===== src/rtl/button_frontend_if.sv =====
// Signal bundle between the pad-side button sources and the button front end.
// The master drives the raw buttons and sample tick; the slave returns the cleaned levels and events.
interface button_frontend_if #(
    parameter int NBTN = 7
);
    logic            tick;
    logic [NBTN-1:0] btn_raw;
    logic [NBTN-1:0] btn_level;
    logic            any_held;
    logic [NBTN-1:0] press_pulse;
    logic [2:0]      sel_code;
    logic            sel_valid;
    logic            multi;
    logic            release_all;

    modport master (
        output tick, btn_raw,
        input  btn_level, any_held, press_pulse, sel_code, sel_valid, multi, release_all
    );

    modport slave (
        input  tick, btn_raw,
        output btn_level, any_held, press_pulse, sel_code, sel_valid, multi, release_all
    );
endinterface


===== src/rtl/button_frontend.sv =====
// Push-button front end: two-flop synchroniser, tick-sampled debouncer, edge detect
// and a capture FSM that records which button opened the current press cycle.
module button_frontend #(
    parameter int NBTN      = 7,
    parameter int DEB_COUNT = 3
) (
    input  logic             clk,
    input  logic             rst,
    button_frontend_if.slave bus
);
    localparam int            CW       = $clog2(DEB_COUNT + 1);
    localparam logic [CW-1:0] CNT_LAST = CW'(DEB_COUNT - 1);

    typedef enum logic {IDLE, HELD} state_t;

    logic [NBTN-1:0] meta_q;
    logic [NBTN-1:0] sync_q;
    logic [NBTN-1:0] level_q;
    logic [NBTN-1:0] level_d;
    logic [NBTN-1:0] lvl_q;
    logic [CW-1:0]   cnt_q [NBTN];
    logic [CW-1:0]   cnt_d [NBTN];
    logic [NBTN-1:0] press;
    logic [2:0]      first_idx;
    logic            many;

    state_t          state_q;
    logic [2:0]      sel_code_q;
    logic            sel_valid_q;
    logic            multi_q;
    logic            release_all_q;

    always_ff @(posedge clk or posedge rst) begin
        if (rst) begin
            meta_q  <= '0;
            sync_q  <= '0;
            level_q <= '0;
            lvl_q   <= '0;
            for (int i = 0; i < NBTN; i++) begin
                cnt_q[i] <= '0;
            end
        end else begin
            meta_q  <= bus.btn_raw;
            sync_q  <= meta_q;
            level_q <= level_d;
            lvl_q   <= level_q;
            for (int i = 0; i < NBTN; i++) begin
                cnt_q[i] <= cnt_d[i];
            end
        end
    end

    // Any cycle where the synchronised input agrees with the level restarts the count,
    // so a glitch between ticks throws away the ticks already counted.
    always_comb begin
        level_d = level_q;
        for (int i = 0; i < NBTN; i++) begin
            cnt_d[i] = cnt_q[i];
            if (sync_q[i] == level_q[i]) begin
                cnt_d[i] = '0;
            end else if (bus.tick) begin
                if (cnt_q[i] == CNT_LAST) begin
                    level_d[i] = sync_q[i];
                    cnt_d[i]   = '0;
                end else begin
                    cnt_d[i] = cnt_q[i] + CW'(1);
                end
            end
        end
    end

    assign press = level_q & ~lvl_q;
    assign many  = ($countones(press) > 1);

    always_comb begin
        first_idx = '0;
        for (int i = NBTN - 1; i >= 0; i--) begin
            if (press[i]) begin
                first_idx = 3'(i);
            end
        end
    end

    // Selection registers keep their last capture after release until the next press cycle.
    always_ff @(posedge clk or posedge rst) begin
        if (rst) begin
            state_q       <= IDLE;
            sel_code_q    <= '0;
            sel_valid_q   <= 1'b0;
            multi_q       <= 1'b0;
            release_all_q <= 1'b0;
        end else begin
            release_all_q <= 1'b0;
            case (state_q)
                IDLE: begin
                    if (|press) begin
                        sel_code_q  <= first_idx;
                        sel_valid_q <= 1'b1;
                        multi_q     <= many;
                        state_q     <= HELD;
                    end
                end
                HELD: begin
                    if (|press) begin
                        multi_q <= 1'b1;
                    end else if (level_q == '0) begin
                        release_all_q <= 1'b1;
                        state_q       <= IDLE;
                    end
                end
                default: state_q <= IDLE;
            endcase
        end
    end

    assign bus.btn_level   = level_q;
    assign bus.any_held    = |level_q;
    assign bus.press_pulse = press;
    assign bus.sel_code    = sel_code_q;
    assign bus.sel_valid   = sel_valid_q;
    assign bus.multi       = multi_q;
    assign bus.release_all = release_all_q;
endmodule


===== src/flat_wrapper.sv =====
// flat-port wrapper written by rule: the top's interface ports become plain ports
module button_frontend_flat 
#(
    parameter int NBTN      = 7,
    parameter int DEB_COUNT = 3
)
  (clk, rst, bus_tick, bus_btn_raw, bus_btn_level, bus_any_held, bus_press_pulse, bus_sel_code, bus_sel_valid, bus_multi, bus_release_all);
  button_frontend_if #(.NBTN(NBTN)) bus_i ();
  input  logic clk;
  input  logic rst;
  input wire logic [$bits(bus_i.tick)-1:0] bus_tick;
  input wire logic [$bits(bus_i.btn_raw)-1:0] bus_btn_raw;
  output wire logic [$bits(bus_i.btn_level)-1:0] bus_btn_level;
  output wire logic [$bits(bus_i.any_held)-1:0] bus_any_held;
  output wire logic [$bits(bus_i.press_pulse)-1:0] bus_press_pulse;
  output wire logic [$bits(bus_i.sel_code)-1:0] bus_sel_code;
  output wire logic [$bits(bus_i.sel_valid)-1:0] bus_sel_valid;
  output wire logic [$bits(bus_i.multi)-1:0] bus_multi;
  output wire logic [$bits(bus_i.release_all)-1:0] bus_release_all;
  assign bus_i.tick = bus_tick;
  assign bus_i.btn_raw = bus_btn_raw;
  assign bus_btn_level = bus_i.btn_level;
  assign bus_any_held = bus_i.any_held;
  assign bus_press_pulse = bus_i.press_pulse;
  assign bus_sel_code = bus_i.sel_code;
  assign bus_sel_valid = bus_i.sel_valid;
  assign bus_multi = bus_i.multi;
  assign bus_release_all = bus_i.release_all;
  button_frontend #(.NBTN(NBTN), .DEB_COUNT(DEB_COUNT)) u_core (.clk(clk), .rst(rst), .bus(bus_i));
endmodule

===== config.mk =====
export PLATFORM = sky130hd
export DESIGN_NAME = button_frontend_flat
export DESIGN_NICKNAME = d
export VERILOG_FILES = /design/src/rtl/button_frontend_if.sv /design/src/rtl/button_frontend.sv /design/src/flat_wrapper.sv
export SDC_FILE = /design/constraint.sdc
export NUM_CORES = 1
export LEC_CHECK = 0
export CAP_MARGIN = 20
export CORE_MARGIN = 5
export CORE_UTILIZATION = 25
export CTS_CLUSTER_DIAMETER = 40
export DETAILED_ROUTE_END_ITERATION = 8
export PLACE_DENSITY = 0.49
export SLEW_MARGIN = 20
export SYNTH_ARGS = -nofsm -noshare
export SYNTH_HDL_FRONTEND = slang
export SYNTH_SLANG_ARGS = --single-unit

===== constraint.sdc =====
create_clock -name clk -period 4.7 [get_ports clk]
set_input_delay 0.47 -clock clk [delete_from_list [all_inputs] [get_ports clk]]
set_output_delay 0.47 -clock clk [all_outputs]
set_load 0.01 [all_outputs]

==> results of run 1 <==
-- report_power, final --
part	switching, W	total (W)	leakage (nW)	internal (W)
Sequential	0.000117	0.000662	0.604	0.000544
Clock	0.000132	0.000265	0.0542	0.000133
Combinational	0.000321	0.000675	0.473	0.000354
Total	0.000570	0.00160	1.13	0.00103
-- registers in the layout (all words and copies together), names as in the netlist --
signal                  count
u_core.bus.sel_code         3
u_core.cnt_q               14
u_core.lvl_q                7
u_core.sync_q               7
u_core.meta_q               7
u_core.bus.release_all      1
u_core.bus.multi            1
u_core.state_q              1
u_core.bus.btn_level        7
u_core.bus.sel_valid        1
-- synth_stat cells, drive strengths merged --
cell / n / area share, %
dfrtp: 49 / 58
inv: 16 / 2.9
a21oi: 15 / 3.6
nand2: 14 / 2.9
nor2: 14 / 2.5
nand3b: 11 / 3.9
nor3: 11 / 2.6
ha: 8 / 4.8
mux2: 7 / 3.8
xnor2: 7 / 2.9
nand2b: 4 / 1.3
nor2b: 4 / 1.9
clkbuf: 3 / 0.54
fa: 3 / 2.9
a32o: 2 / 0.95
o21ai: 2 / 0.48
a211oi: 1 / 0.36
a21o: 1 / 0.36
a22o: 1 / 0.42
and2b: 1 / 0.42
buf: 1 / 0.54
mux2i: 1 / 0.48
nor4: 1 / 0.30
o31ai: 1 / 0.36
or4: 1 / 0.54
-- placed cells by master (no fill, tap or decap), types with 3 or more instances in the layout --
master            n
a21oi_1          15
clkbuf_8          7
clkdlybuf4s50_1  30
dfrtp_1          49
fa_1              3
ha_1              8
inv_1            14
mux2_2            7
nand2_1          13
nand2b_1          3
nand3b_1         11
nor2_1           14
nor3_1           11
xnor2_1           7
-- final timing paths --
check / start / end / slack [ns] / depth (start not counted)
max reg2reg: u_core.bus.btn_level[4]$_DFFE_PP0P_ / u_core.bus.multi$_DFFE_PP0P_ / 2.14 / 10
max in group asynchronous: rst / u_core.bus.btn_level[6]$_DFFE_PP0P_ / 3.55 / 2
max: u_core.bus.btn_level[4]$_DFFE_PP0P_ / u_core.bus.multi$_DFFE_PP0P_ / 2.14 / 10
min reg2reg: u_core.meta_q[3]$_DFF_PP0_ / u_core.sync_q[3]$_DFF_PP0_ / 0.35 / 0
min in group asynchronous: rst / u_core.meta_q[1]$_DFF_PP0_ / 0.63 / 2
min: u_core.meta_q[3]$_DFF_PP0_ / u_core.sync_q[3]$_DFF_PP0_ / 0.35 / 0
-- through the flow --
| step | setup slack (ns) | hold slack, ns | utilization (%) | total power [W] |
|---|---|---|---|---|
| 2_1_floorplan | 2.26 | 0.331 | - | 0.00109 |
| 5_1_grt | 1.94 | 0.365 | 31.8 | 0.00175 |
| 6_report | 2.14 | 0.352 | 31.8 | 0.00160 |
| 3_3_place_gp | 2.14 | 0.334 | 30.5 | 0.00135 |
| 3_5_place_dp | 2.12 | 0.335 | 30.5 | 0.00137 |
| 4_1_cts | 2.13 | 0.355 | 31.8 | 0.00164 |
-- cell type report --
cell class                 instances  area (um^2)
timing repair buffer              30          300
fill                             821         5610
sequential                        49         1230
tap                              105          131
clock inverter                     1         5.00
multi-input combinational        110          791
inverter                          16         61.3
clock buffer                       7         96.3
-- metal layers --
layer  vias up  global-route usage [%]  part of all wire [%]
li1        653                       -                     -
met1       615                    11.2                    48
met2        34                    12.1                    45
met3         0                    2.75                   6.9
met4         0                    2.45                     0
met5         -                       0                     0
-- critical path: cells and delay by family (launching register included) --
family                     cells  cell delay [ns]
adders and majority gates      4             1.38
DFF                            1             0.47
and+or+nand+nor                2             0.29
muxes                          1             0.14
buffers and inverters          2             0.09
AOI/OAI and AO/OA              1             0.08
-- cells by family after synthesis --
logic type | synth area share (%)
muxes | 4.23
AOI/OAI and AO/OA | 6.50
xor gates and xnor gates | 2.92
and+or+nand+nor | 16.4
DFF | 58.4
adders and majority gates | 7.63
buffers and inverters | 3.93
==> run_results.csv, run 1 <==
group,metric,value,unit
logic_synthesis,syn_inst,179,
logic_synthesis,synth_area,2100,um^2
detailed_routing,drtIter0Drc,54,
setup_path,path_cells,"nand2b_1 -> ha_1 -> inv_1 -> fa_1 -> inv_1 -> ha_1 -> fa_1 -> mux2i_1 -> nor3_1 -> a21oi_1",
placement,placedCellCount,310,
sta,final-max-slew-violation-count,0,
setup_path,cp_slowest_cell,"fa_1",
die,io_pins,31,
sta,finalHoldViolations,0,
sta,period_share,54.6,%
detailed_routing,vias_per_cell,4.09,
detailed_routing,vias,1302,
clock_network,worstSkewPairLatency,0.29,ns
placement,port_buffers,30,
detailed_routing,post_drt_wl_per_cell,11.8,um
die,core_area,8220,um^2
grt,grt_pass1_wl,6660,um
detailed_routing,totalWireLength,3750,um
sta,grt_setup_unrepaired,"false",
die,std_cell_rows,33,
placement,dpl_cell_area,2510,um^2
clock_network,hold_buffers,0,
setup_path,critPathMaxFanout,6,
setup_path,critPathCaptureType,"flop",
min_path,hold_class,"flop to flop",
power,p_per_area,614,nW/um^2
clock_network,cts.htree.levels,2,
sta,fmax,390,MHz
setup_path,required,4.89,ns
die,initial_core_util,25.6,%
logic_synthesis,ys_types,29,
sta,tns,0,ns
placement,gp_congestion,0.777,
placement,dp_hpwl,2750,um
grt,grt_antenna_before_repair,0,
clock_network,ctsLongestPathBuffers,2,
setup_path,startpoint_type,"flop",
die,die_h,102,um
power,leakagePower,1.13,nW
layout,antenna_cells,0,
clock_network,cts_tree,"done",
sta,report.final.setup_viol,0,
clock_network,cts_setup_buffers,0,
run_status,outcome,"finished clean",
logic_synthesis,synth_nets,200,
clock_network,cts-root-buf,"clkbuf_8",
die,die_x,102,um
layout,drive_gt1_share,10.8,%
clock_network,cts_buffers,5,
clock_network,cts_resized,0,
run,cap_violations,0,
layout,fin_cells,318,
sta,clock_skew,0.0106,ns
layout,stdcell_area,2610,um^2
detailed_routing,drc,0,
setup_path,criticalPathCategory,"flop to flop",
sta,worst_slew_pin_slew,0.848,ns
detailed_routing,first_pass_iters,4,
logic_synthesis,yosysSeqAreaShare,58.4,%
die,fp.dieArea,10300,um^2
power,ir_worst_vdd,0.136,mV
clock_network,cts.sinks,49,
grt,grt_overflow,0,
grt,first_global_vias,1327,
logic_synthesis,yosys_warnings,0,
layout,area_growth,24.4,%
sta,slew_headroom,43.5,%
clock_network,cts.reportedPaths.clkPinSlew,0.09,ns
logic_synthesis,synth_area_per_cell,11.7,um^2
sta,post-route-min-period,2.56,ns
setup_path,arrival,2.75,ns
setup_path,cpPeakStageDelay,0.49,ns
grt,grt_max_degree,50,
detailed_routing,antenna_left,0,
grt,grt_usage,8.15,%
layout,final_nets,233,
logic_synthesis,synth-seq-cells,49,
No activity file was read; power rests on OpenSTA's default activity.
==> inputs of run 2 (changes only) <==
- PLACE_DENSITY: 0.49 -> 0.5
- clock period: 4.7 -> 2.2 ns (I/O delays scaled with it)
==> run 2 against run 1 <==
Effect of this change:
- via count up 7.1%
- core utilization is 2.8 points higher
- non-clock buffer count grew 23
- largest cell class unchanged
- power grew 140%
- clock power increased by 92%
- the run now ends with negative setup slack left
- register-to-register slack got worse by 2.3 ns
- worst hold slack worse by 0.091 ns
- first-iteration DRC count is 7.4% lower
- critical path type unchanged
- fmax rose by 9.2%
==> run_results.csv, run 2 (synthesis results as in run 1) <==
group,metric,value,unit
run_status,outcome,"complete, but fails checks",
run_status,failed_checks,"negative setup slack",
power,clock_power_share,13.3,%
layout,largest_reg_flops,14,
sta,slew_headroom,67.3,%
grt,grt_usage,8.25,%
sta,clock_skew,0.0136,ns
layout,area_growth,35.5,%
power,p_per_area,1340,nW/um^2
detailed_routing,totalWireLength,3910,um
sta,period_share,107,%
power,sw_frac_of_total,35.5,%
power,power.switching,0.00136,W
clock_network,ctsLongestPathBuffers,2,
detailed_routing,vias,1394,
sta,worst_slew_pin_slew,0.490,ns
detailed_routing,post_drt_wl_per_cell,11.5,um
placement,dp_hpwl,2970,um
die,die_h,102,um
setup_path,required,2.43,ns
die,fp.dieArea,10300,um^2
power,internal-power,0.00246,W
sta,report.final.setup_viol,1,
setup_path,criticalPathCategory,"flop to flop",
sta,tns,-0.150,ns
detailed_routing,antenna_left,0,
grt,grt_max_degree,23,
die,std_cell_rows,33,
detailed_routing,drtIter0Drc,50,
layout,fill_cells,829,
power,pwr-share-comb,51.6,%
placement,port_buffers,30,
grt,first_global_vias,1430,
clock_network,worstSkewPairLatency,0.30,ns
sta,post-route-min-period,2.35,ns
clock_network,cts-root-buf,"clkbuf_8",
layout,top_register,"u_core.cnt_q",
setup_path,startpoint_type,"flop",
setup_path,path_cells,"nor2b_4 -> ha_4 -> inv_2 -> fa_1 -> inv_2 -> ha_4 -> fa_2 -> mux2i_1 -> nor3_2 -> a21oi_1",
layout,final_common_cell,"dfrtp_1",
clock_network,cts.sinks,49,
setup_path,cpPeakStageDelay,0.51,ns
sta,hold_ws,0.261,ns
layout,drive_gt1_share,25.4,%
power,leakagePower,1.24,nW
die,die_x,102,um
clock_network,cts.reportedPaths.clkPinSlew,0.10,ns
power,ir_worst_vdd,0.303,mV
layout,final_util,34.6,%
die,core_area,8220,um^2
detailed_routing,drc,0,
layout,final_nets,256,
grt,grt_pass1_wl,6780,um
sta,finalHoldViolations,0,
setup_path,cp_slowest_cell,"fa_1",
detailed_routing,first_pass_iters,5,
detailed_routing,vias_per_cell,4.09,
sta,fmax,426,MHz
sta,setup_ws,-0.150,ns
clock_network,cts_tree,"done",
setup_path,critPathCaptureType,"flop",
sta,grt_setup_unrepaired,"true",
run,cap_violations,0,
layout,layout_common_cells,"dfrtp_1, clkdlybuf4s50_1, buf_4",
grt,grt_antenna_before_repair,0,
layout,regArea,1230,um^2
clock_network,cts.htree.levels,2,
min_path,hold_class,"input pin to async pin",
layout,antenna_cells,0,
setup_path,worst-r2r-setup-slack,-0.15,ns
layout,multi_input_area,853,um^2
sta,final-max-slew-violation-count,0,
clock_network,cts_buffers,5,
grt,grt_overflow,0,
die,initial_core_util,25.6,%
placement,gp_congestion,0.740,
die,io_pins,31,
setup_path,critPathMaxFanout,2,
setup_path,arrival,2.58,ns
power,seqPwrFrac,35.1,%
[run 2: changes by cell type in the layout (fill, tap and decap cells not counted), moves of 3 or more]
cell / previous run / this run
buf_4: 0 / 22
dfrtp_2: 0 / 3
inv_2: 1 / 5
dfrtp_1: 49 / 46
inv_1: 14 / 11
[run 2: routing by layer]
layer / GRT usage [%] / wire length [um] / vias to the layer above
met4: 2.45 / 0 / 0
met2: 13.6 / 1900 / 23
met1: 10.5 / 1840 / 668
met5: 0 / 0 / -
met3: 2.41 / 164 / 0
li1: - / - / 703
[run 2: path summary, 6_finish.rpt]
| kind | cells after the start | startpoint | to |
|---|---|---|---|
| setup / recovery | 10 | u_core.bus.btn_level[3]$_DFFE_PP0P_ | u_core.bus.multi$_DFFE_PP0P_ |
| hold / removal | 2 | rst | u_core.lvl_q[2]$_DFF_PP0_ |
| setup reg to reg | 10 | u_core.bus.btn_level[3]$_DFFE_PP0P_ | u_core.bus.multi$_DFFE_PP0P_ |
| hold reg to reg | 0 | u_core.meta_q[1]$_DFF_PP0_ | u_core.sync_q[1]$_DFF_PP0_ |
| max in group asynchronous | 3 | rst | u_core.bus.multi$_DFFE_PP0P_ |
| min in group clk | 0 | u_core.meta_q[1]$_DFF_PP0_ | u_core.sync_q[1]$_DFF_PP0_ |
[run 2: power by group through the flow]
stage,clock network [W],registers (W),logic [W]
4_1_cts,0.000547,0.00134,0.00185
2_1_floorplan,0,0.00143,0.000917
3_5_place_dp,0,0.00135,0.00182
3_3_place_gp,0,0.00134,0.00180
6_report,0.000508,0.00134,0.00197
5_1_grt,0.000573,0.00139,0.00220
[run 2: metrics by stage]
| step | area (um^2) | worst slack (ns) | instances | total power (W) |
|---|---|---|---|---|
| 2_1_floorplan | 2110 | -0.178 | 179 | 0.00235 |
| 3_3_place_gp | 2700 | -0.188 | 332 | 0.00314 |
| 3_5_place_dp | 2700 | -0.234 | 332 | 0.00316 |
| 4_1_cts | 2800 | -0.202 | 340 | 0.00374 |
| 5_1_grt | 2850 | -0.205 | 341 | 0.00416 |
| 6_report | 2850 | -0.150 | 341 | 0.00382 |
[run 2: repair_timing]
action / 4_1_cts / 5_1_grt
gates resized for setup: 3 / 10
buffers inserted: 0 / 1
hold buffers: 0 / 0
pin swaps: 1 / 7
endpoints found under the setup margin: 1 / 2
[run 2: cell type report]
cell class | count | share of cell area (%)
multi-input cells | 110 | 30.0
repair buffers | 53 | 17.2
clock inverters | 2 | 0.352
inverters | 16 | 2.11
well taps | 105 | 4.62
clock buffers | 6 | 2.55
flip-flops and latches | 49 | 43.2
[run 2: critical path, delay by kind of cell (launching register included)]
| family | cells | cell delay [ns] |
|---|---|---|
| fa+ha+maj | 4 | 1.27 |
| flops | 1 | 0.41 |
| mux | 1 | 0.23 |
| simple gates | 2 | 0.19 |
| compound gates | 1 | 0.12 |
| buf+inv | 2 | 0.07 |
